File: src/rtl/claa_seq_arbiter_if.sv
// Handshake bundle between two add requesters, the shared nibble-serial
// adder and a single result consumer.
//   req0_* / req1_* : valid/ready request channels carrying a, b, cin
//   res_*           : valid/ready result channel carrying sum, cout, id
// The slave modport is the arbiter's view; the master modport is the
// client/consumer view.
interface claa_seq_arbiter_if #(
    parameter int WIDTH = 16
);
    logic             req0_valid;
    logic             req0_ready;
    logic [WIDTH-1:0] req0_a;
    logic [WIDTH-1:0] req0_b;
    logic             req0_cin;

    logic             req1_valid;
    logic             req1_ready;
    logic [WIDTH-1:0] req1_a;
    logic [WIDTH-1:0] req1_b;
    logic             req1_cin;

    logic             res_valid;
    logic             res_ready;
    logic [WIDTH-1:0] res_sum;
    logic             res_cout;
    logic             res_id;

    modport slave (
        input  req0_valid, req0_a, req0_b, req0_cin,
        output req0_ready,
        input  req1_valid, req1_a, req1_b, req1_cin,
        output req1_ready,
        input  res_ready,
        output res_valid, res_sum, res_cout, res_id
    );

    modport master (
        output req0_valid, req0_a, req0_b, req0_cin,
        input  req0_ready,
        output req1_valid, req1_a, req1_b, req1_cin,
        input  req1_ready,
        output res_ready,
        input  res_valid, res_sum, res_cout, res_id
    );
endinterface

File: src/rtl/claa_seq_arbiter.sv
// Two-requester controller time-sharing one 4-bit carry look-ahead adder.
// A WIDTH-bit addition is done one nibble per clock, the carry chained
// through a register. A round-robin pointer picks between requesters.
// Ports:
//   clk  : rising-edge clock
//   rst  : asynchronous active-high reset
//   bus  : claa_seq_arbiter_if.slave (request channels 0/1, result channel)
// Also contains CLAA, the 4-bit carry look-ahead adder cell (s, cout, a, b, cin).

module CLAA (
    output logic [3:0] s,
    output logic       cout,
    input  logic [3:0] a,
    input  logic [3:0] b,
    input  logic       cin
);
    logic [3:0] g_s;
    logic [3:0] p_s;
    logic [4:0] c_s;

    assign g_s = a & b;
    assign p_s = a ^ b;

    // Every carry is expanded directly from g/p and cin, no rippling
    assign c_s[0] = cin;
    assign c_s[1] = g_s[0] | (p_s[0] & cin);
    assign c_s[2] = g_s[1] | (p_s[1] & g_s[0]) | (p_s[1] & p_s[0] & cin);
    assign c_s[3] = g_s[2] | (p_s[2] & g_s[1]) | (p_s[2] & p_s[1] & g_s[0])
                  | (p_s[2] & p_s[1] & p_s[0] & cin);
    assign c_s[4] = g_s[3] | (p_s[3] & g_s[2]) | (p_s[3] & p_s[2] & g_s[1])
                  | (p_s[3] & p_s[2] & p_s[1] & g_s[0])
                  | (p_s[3] & p_s[2] & p_s[1] & p_s[0] & cin);

    assign s    = p_s ^ c_s[3:0];
    assign cout = c_s[4];
endmodule

module claa_seq_arbiter #(
    parameter int WIDTH = 16
) (
    input  logic                 clk,
    input  logic                 rst,
    claa_seq_arbiter_if.slave    bus
);
    localparam int NIB = WIDTH / 4;
    localparam int CW  = (NIB > 1) ? $clog2(NIB) : 1;
    localparam logic [CW-1:0] LAST_NIB = CW'(NIB - 1);

    typedef enum logic [1:0] {
        IDLE = 2'd0,
        RUN  = 2'd1,
        DONE = 2'd2
    } state_t;

    state_t           state_r;
    state_t           state_nxt_s;
    logic             last_r;
    logic             id_r;
    logic             carry_r;
    logic [WIDTH-1:0] a_r;
    logic [WIDTH-1:0] b_r;
    logic [WIDTH-1:0] sum_r;
    logic [CW-1:0]    cnt_r;

    logic             grant_s;
    logic             accept_s;
    logic [WIDTH-1:0] sel_a_s;
    logic [WIDTH-1:0] sel_b_s;
    logic             sel_cin_s;
    logic [3:0]       nib_sum_s;
    logic             nib_cout_s;

    CLAA u_claa (
        .s    (nib_sum_s),
        .cout (nib_cout_s),
        .a    (a_r[3:0]),
        .b    (b_r[3:0]),
        .cin  (carry_r)
    );

    // Round-robin pick: a lone valid wins, a tie goes to the requester not
    // served last, and with no valid the non-last requester is offered ready
    always_comb begin
        grant_s = ~last_r;
        if (bus.req0_valid && bus.req1_valid) begin
            grant_s = ~last_r;
        end else if (bus.req0_valid) begin
            grant_s = 1'b0;
        end else if (bus.req1_valid) begin
            grant_s = 1'b1;
        end else begin
            grant_s = ~last_r;
        end
    end

    // Payload of the granted requester
    always_comb begin
        sel_a_s   = bus.req0_a;
        sel_b_s   = bus.req0_b;
        sel_cin_s = bus.req0_cin;
        if (grant_s) begin
            sel_a_s   = bus.req1_a;
            sel_b_s   = bus.req1_b;
            sel_cin_s = bus.req1_cin;
        end else begin
            sel_a_s   = bus.req0_a;
            sel_b_s   = bus.req0_b;
            sel_cin_s = bus.req0_cin;
        end
    end

    assign accept_s = (state_r == IDLE) && !rst
                    && (grant_s ? bus.req1_valid : bus.req0_valid);

    // State register
    always_ff @(posedge clk or posedge rst) begin
        if (rst) begin
            state_r <= IDLE;
        end else begin
            state_r <= state_nxt_s;
        end
    end

    // Next-state decode
    always_comb begin
        state_nxt_s = state_r;
        case (state_r)
            IDLE: begin
                if (accept_s) begin
                    state_nxt_s = RUN;
                end else begin
                    state_nxt_s = IDLE;
                end
            end
            RUN: begin
                if (cnt_r == LAST_NIB) begin
                    state_nxt_s = DONE;
                end else begin
                    state_nxt_s = RUN;
                end
            end
            DONE: begin
                if (bus.res_ready) begin
                    state_nxt_s = IDLE;
                end else begin
                    state_nxt_s = DONE;
                end
            end
            default: state_nxt_s = IDLE;
        endcase
    end

    // Handshake outputs; readies are held low while reset is asserted
    always_comb begin
        bus.req0_ready = 1'b0;
        bus.req1_ready = 1'b0;
        bus.res_valid  = 1'b0;
        case (state_r)
            IDLE: begin
                if (!rst) begin
                    bus.req0_ready = ~grant_s;
                    bus.req1_ready = grant_s;
                end else begin
                    bus.req0_ready = 1'b0;
                    bus.req1_ready = 1'b0;
                end
            end
            DONE:    bus.res_valid = 1'b1;
            default: bus.res_valid = 1'b0;
        endcase
    end

    assign bus.res_sum  = sum_r;
    assign bus.res_cout = carry_r;
    assign bus.res_id   = id_r;

    // Datapath: load on accept, one nibble per RUN cycle, hold in DONE
    always_ff @(posedge clk or posedge rst) begin
        if (rst) begin
            last_r  <= 1'b1;
            id_r    <= 1'b0;
            carry_r <= 1'b0;
            a_r     <= '0;
            b_r     <= '0;
            sum_r   <= '0;
            cnt_r   <= '0;
        end else begin
            case (state_r)
                IDLE: begin
                    if (accept_s) begin
                        a_r     <= sel_a_s;
                        b_r     <= sel_b_s;
                        carry_r <= sel_cin_s;
                        id_r    <= grant_s;
                        last_r  <= grant_s;
                        cnt_r   <= '0;
                    end
                end
                RUN: begin
                    sum_r[{cnt_r, 2'b00} +: 4] <= nib_sum_s;
                    carry_r <= nib_cout_s;
                    a_r     <= a_r >> 3'd4;
                    b_r     <= b_r >> 3'd4;
                    // Stop at the last nibble so the counter never wraps
                    if (cnt_r != LAST_NIB) begin
                        cnt_r <= cnt_r + CW'(1);
                    end
                end
                default: begin
                end
            endcase
        end
    end
endmodule

File: src/flat_wrapper.sv
// flat-port wrapper written by rule: the top's interface ports become plain ports
module claa_seq_arbiter_flat 
#(
    parameter int WIDTH = 16
)
  (clk, rst, bus_req0_valid, bus_req0_a, bus_req0_b, bus_req0_cin, bus_req0_ready, bus_req1_valid, bus_req1_a, bus_req1_b, bus_req1_cin, bus_req1_ready, bus_res_ready, bus_res_valid, bus_res_sum, bus_res_cout, bus_res_id);
  claa_seq_arbiter_if #(.WIDTH(WIDTH)) bus_i ();
  input  logic clk;
  input  logic rst;
  input wire logic [$bits(bus_i.req0_valid)-1:0] bus_req0_valid;
  input wire logic [$bits(bus_i.req0_a)-1:0] bus_req0_a;
  input wire logic [$bits(bus_i.req0_b)-1:0] bus_req0_b;
  input wire logic [$bits(bus_i.req0_cin)-1:0] bus_req0_cin;
  output wire logic [$bits(bus_i.req0_ready)-1:0] bus_req0_ready;
  input wire logic [$bits(bus_i.req1_valid)-1:0] bus_req1_valid;
  input wire logic [$bits(bus_i.req1_a)-1:0] bus_req1_a;
  input wire logic [$bits(bus_i.req1_b)-1:0] bus_req1_b;
  input wire logic [$bits(bus_i.req1_cin)-1:0] bus_req1_cin;
  output wire logic [$bits(bus_i.req1_ready)-1:0] bus_req1_ready;
  input wire logic [$bits(bus_i.res_ready)-1:0] bus_res_ready;
  output wire logic [$bits(bus_i.res_valid)-1:0] bus_res_valid;
  output wire logic [$bits(bus_i.res_sum)-1:0] bus_res_sum;
  output wire logic [$bits(bus_i.res_cout)-1:0] bus_res_cout;
  output wire logic [$bits(bus_i.res_id)-1:0] bus_res_id;
  assign bus_i.req0_valid = bus_req0_valid;
  assign bus_i.req0_a = bus_req0_a;
  assign bus_i.req0_b = bus_req0_b;
  assign bus_i.req0_cin = bus_req0_cin;
  assign bus_req0_ready = bus_i.req0_ready;
  assign bus_i.req1_valid = bus_req1_valid;
  assign bus_i.req1_a = bus_req1_a;
  assign bus_i.req1_b = bus_req1_b;
  assign bus_i.req1_cin = bus_req1_cin;
  assign bus_req1_ready = bus_i.req1_ready;
  assign bus_i.res_ready = bus_res_ready;
  assign bus_res_valid = bus_i.res_valid;
  assign bus_res_sum = bus_i.res_sum;
  assign bus_res_cout = bus_i.res_cout;
  assign bus_res_id = bus_i.res_id;
  claa_seq_arbiter #(.WIDTH(WIDTH)) u_core (.clk(clk), .rst(rst), .bus(bus_i));
endmodule
File: config.mk
export PLATFORM = sky130hd
export DESIGN_NAME = claa_seq_arbiter_flat
export DESIGN_NICKNAME = d
export VERILOG_FILES = /design/src/rtl/claa_seq_arbiter_if.sv /design/src/rtl/claa_seq_arbiter.sv /design/src/flat_wrapper.sv
export SDC_FILE = /design/constraint.sdc
export NUM_CORES = 1
export LEC_CHECK = 0
export CAP_MARGIN = 20
export CORE_AREA = 5 5 96 80
export CTS_CLUSTER_DIAMETER = 80
export DETAILED_ROUTE_END_ITERATION = 12
export DIE_AREA = 0 0 101 85
export HOLD_SLACK_MARGIN = 0.02
export PLACE_DENSITY = 0.76
export SYNTH_ARGS = -nofsm -noshare
export SYNTH_HDL_FRONTEND = slang
export SYNTH_SLANG_ARGS = --single-unit
File: constraint.sdc
create_clock -name clk -period 4.5 [get_ports clk]
set_clock_uncertainty 0.1 [all_clocks]
set_input_delay 1.35 -clock clk [delete_from_list [all_inputs] [get_ports clk]]
set_output_delay 1.35 -clock clk [all_outputs]
set_load 0.02 [all_outputs]
==> reports/results.tsv <==
metric	value	unit
ir_drop	0.233	mV
drv_cap	0	
dieArea	8590	um2
area_delta_synth_final	38.2	%
wl_per_cell	15.2	um
grt_util_all_layers	16.1	%
portBuffers	91	
fin_crit	4.33	ns
syn-mean-instance-area	11.0	um2
core.rowCount	27	
start_util	42.9	%
numCtsBuffers	5	
fin_nets	429	
fmax	0.231	GHz
path_class	input pin to output pin	
rsz0062_at_grt	no	
max_stage_delay	0.60	ns
finalSetupViolations	0	
grt_max_degree	44	
synthDistinctLibCells	37	
holdBufCountCts	0	
end_kind	output pin	
hold_start	u_core.bus.res_sum[8]$_DFFE_PP0P_	
drtPass1Iterations	4	
arrival	2.88	ns
run_status	completed	
cp-startpoint	bus_req0_valid	
grt_first_pass_wirelength	11100	um
drt_wl_total	6610	um
yosysSeqAreaShare	48.3	%
num_antenna_cells	0	
fillers	564	
finalHoldViolCount	0	
cp_cell_sequence	clkdlybuf4s50_1, nor2_1, o21ai_4, and2_1, clkdlybuf4s50_1	
htree_levels	2	
ios	92	
period_share	96.2	%
gp_congestion	0.772	
viasPerCell	5.28	
cp_num_buf_inv	2	
reg2reg_setup_slack	2.58	ns
reg2reg_to	u_core.bus.res_sum[3]$_DFFE_PP0P_	
leakagePower	1.73	nW
cts_num_sinks	55	
path_clk_slew	0.10	ns
syn_area	2850	um2
synth-seq-cells	55	
syn_inst	260	
synth_ff_type	dfrtp_1	
fp.coreArea	6660	um2
holdWs	0.389	ns
synth_nets	342	
r2r-start	u_core.cnt_r[0]$_DFFE_PP0P_	
die_h	85	um
grt_antenna_before_repair	0	
clk_latency	0.31	ns
cts_tree	yes	
vias	2295	
drive_above_1_share	6.32	%
worstMarginPinSlew	0.747	ns
drc	0	
grt_pass1_vias	2378	
synth-edff-count	0	
ys_warn_count	0	
slew-limit-headroom	50.0	%
post_cts_resized	0	
worstHoldPathCells	2	
cp_top_family	buffers and inverters	
ant_nets	0	
postCtsSetupBuffers	0	
power.density	631	nW/um2
maxSlewViolCount	0	
postSynth.asyncResetShare	100	%
ff2ff_path_depth	5	
cp-start-kind	input pin	
dieWidth	101	um
min_to	u_core.bus.res_sum[8]$_DFFE_PP0P_	
min_path_type	flip-flop to flip-flop	
worstPathRequired	3.05	ns
crit_fanout	5	
clock_path_buffers	2	
regArea	1380	um2
path_common_cell	clkdlybuf4s50_1	
clk_root_buffer_cell	clkbuf_8	
tns	0	ns
grt_overflow	0	
drtIter0Drc	92	
multi_input_area	1360	um2
dp_hpwl	4850	um
slowest_stage	clkdlybuf4s50_1	
[flip-flops by register name (all words and copies together), names as in the netlist]
register and count:
u_core.state_r 2, u_core.last_r 1, u_core.bus.res_id 1, u_core.cnt_r 2, u_core.bus.res_cout 1, u_core.a_r 16
u_core.bus.res_sum 16, u_core.b_r 16
[area by class of cell]
class	instances	share of cell area (%)
inverters	5	0.476
clock buffers	6	1.84
clock inverters	2	1.52
flip-flops and latches	55	34.9
well taps	87	2.76
multi-input cells	186	34.5
repair buffers	94	24.0
[worst min-delay path, stage by stage (launching register included)]
cell and delay, ns:
dfrtp_1 0.36, nand2_1 0.05, o31ai_1 0.05
[metrics by stage]
step | cell area (um2) | worst slack (ns) | std cells | power, mW | utilization (%)
2_1_floorplan | 2850 | 0.926 | 260 | 1.75 | -
3_5_place_dp | 3810 | 0.175 | 427 | 2.12 | 57.2
4_1_cts | 3940 | 0.159 | 435 | 2.51 | 59.2
6_report | 3940 | 0.172 | 435 | 2.49 | 59.2
5_1_grt | 3940 | 0.0831 | 435 | 2.68 | 59.2
3_3_place_gp | 3790 | 0.183 | 426 | 2.08 | 56.9
[cells in the mapped netlist, types with 2 or more instances]
| cell type | number | area [um2] |
|---|---|---|
| a22o_1 | 5 | 43.8 |
| o31ai_1 | 10 | 75.1 |
| buf_2 | 6 | 30.0 |
| nand3_1 | 10 | 50.1 |
| inv_1 | 5 | 18.8 |
| xor2_1 | 2 | 17.5 |
| a21oi_1 | 3 | 15.0 |
| mux2i_1 | 33 | 330 |
| buf_6 | 6 | 67.6 |
| dfrtp_1 | 54 | 1350 |
| ha_1 | 10 | 125 |
| o21ai_1 | 36 | 180 |
| nor2_1 | 6 | 22.5 |
| nand2_1 | 22 | 82.6 |
| a22oi_1 | 24 | 180 |
| o41ai_2 | 2 | 32.5 |
| nand2_2 | 4 | 25.0 |
| nor2b_1 | 2 | 12.5 |
| or3_1 | 2 | 12.5 |
[worst max path at each step]
stage | end | slack (ns) | cells after the start
final | bus_req0_ready | 0.17 | 5
after global routing | bus_req0_ready | 0.08 | 5
after CTS | bus_req0_ready | 0.16 | 5
after detailed placement | bus_req0_ready | 0.18 | 5
after global placement | bus_req0_ready | 0.18 | 5
after floorplan | bus_req1_ready | 0.93 | 5
[per-layer routing]
metal	wire length, um	GRT usage, %
met1	2870	21.4
met2	3150	25.8
met3	544	5.34
met4	53	3.26
met5	0	0
[kinds of logic after synthesis]
kind of cell / after synthesis / synth area share (%)
AOI/OAI and AO/OA: 88 / 20.9
buffers and inverters: 19 / 4.47
DFF: 55 / 48.3
and+or+nand+nor: 51 / 8.77
xor gates and xnor gates: 3 / 0.921
muxes: 33 / 11.6
adders and majority gates: 11 / 5.09
[cells in the final DEF, fill, tap and decap left out, types with 2 or more instances in the layout]
master and instances:
a21oi_1 3, a22o_1 5, a22oi_1 24, buf_4 2, bufinv_16 2, clkbuf_8 5
clkdlybuf4s50_1 91, dfrtp_1 54, ha_1 10, inv_1 4, mux2i_1 33, nand2_1 22
nand2_2 4, nand3_1 10, nor2_1 6, nor2b_1 2, o21ai_1 35, o31ai_1 10
o41ai_2 2, or3_1 2, xor2_1 2
[power by group]
group | switching [mW] | total, mW | internal, mW | leakage, nW
Clock | 0.159 | 0.381 | 0.222 | 0.0654
Combinational | 0.725 | 1.25 | 0.527 | 0.953
Sequential | 0.146 | 0.853 | 0.707 | 0.716
Total | 1.03 | 2.49 | 1.46 | 1.73
No activity file was read; power rests on OpenSTA's default activity.
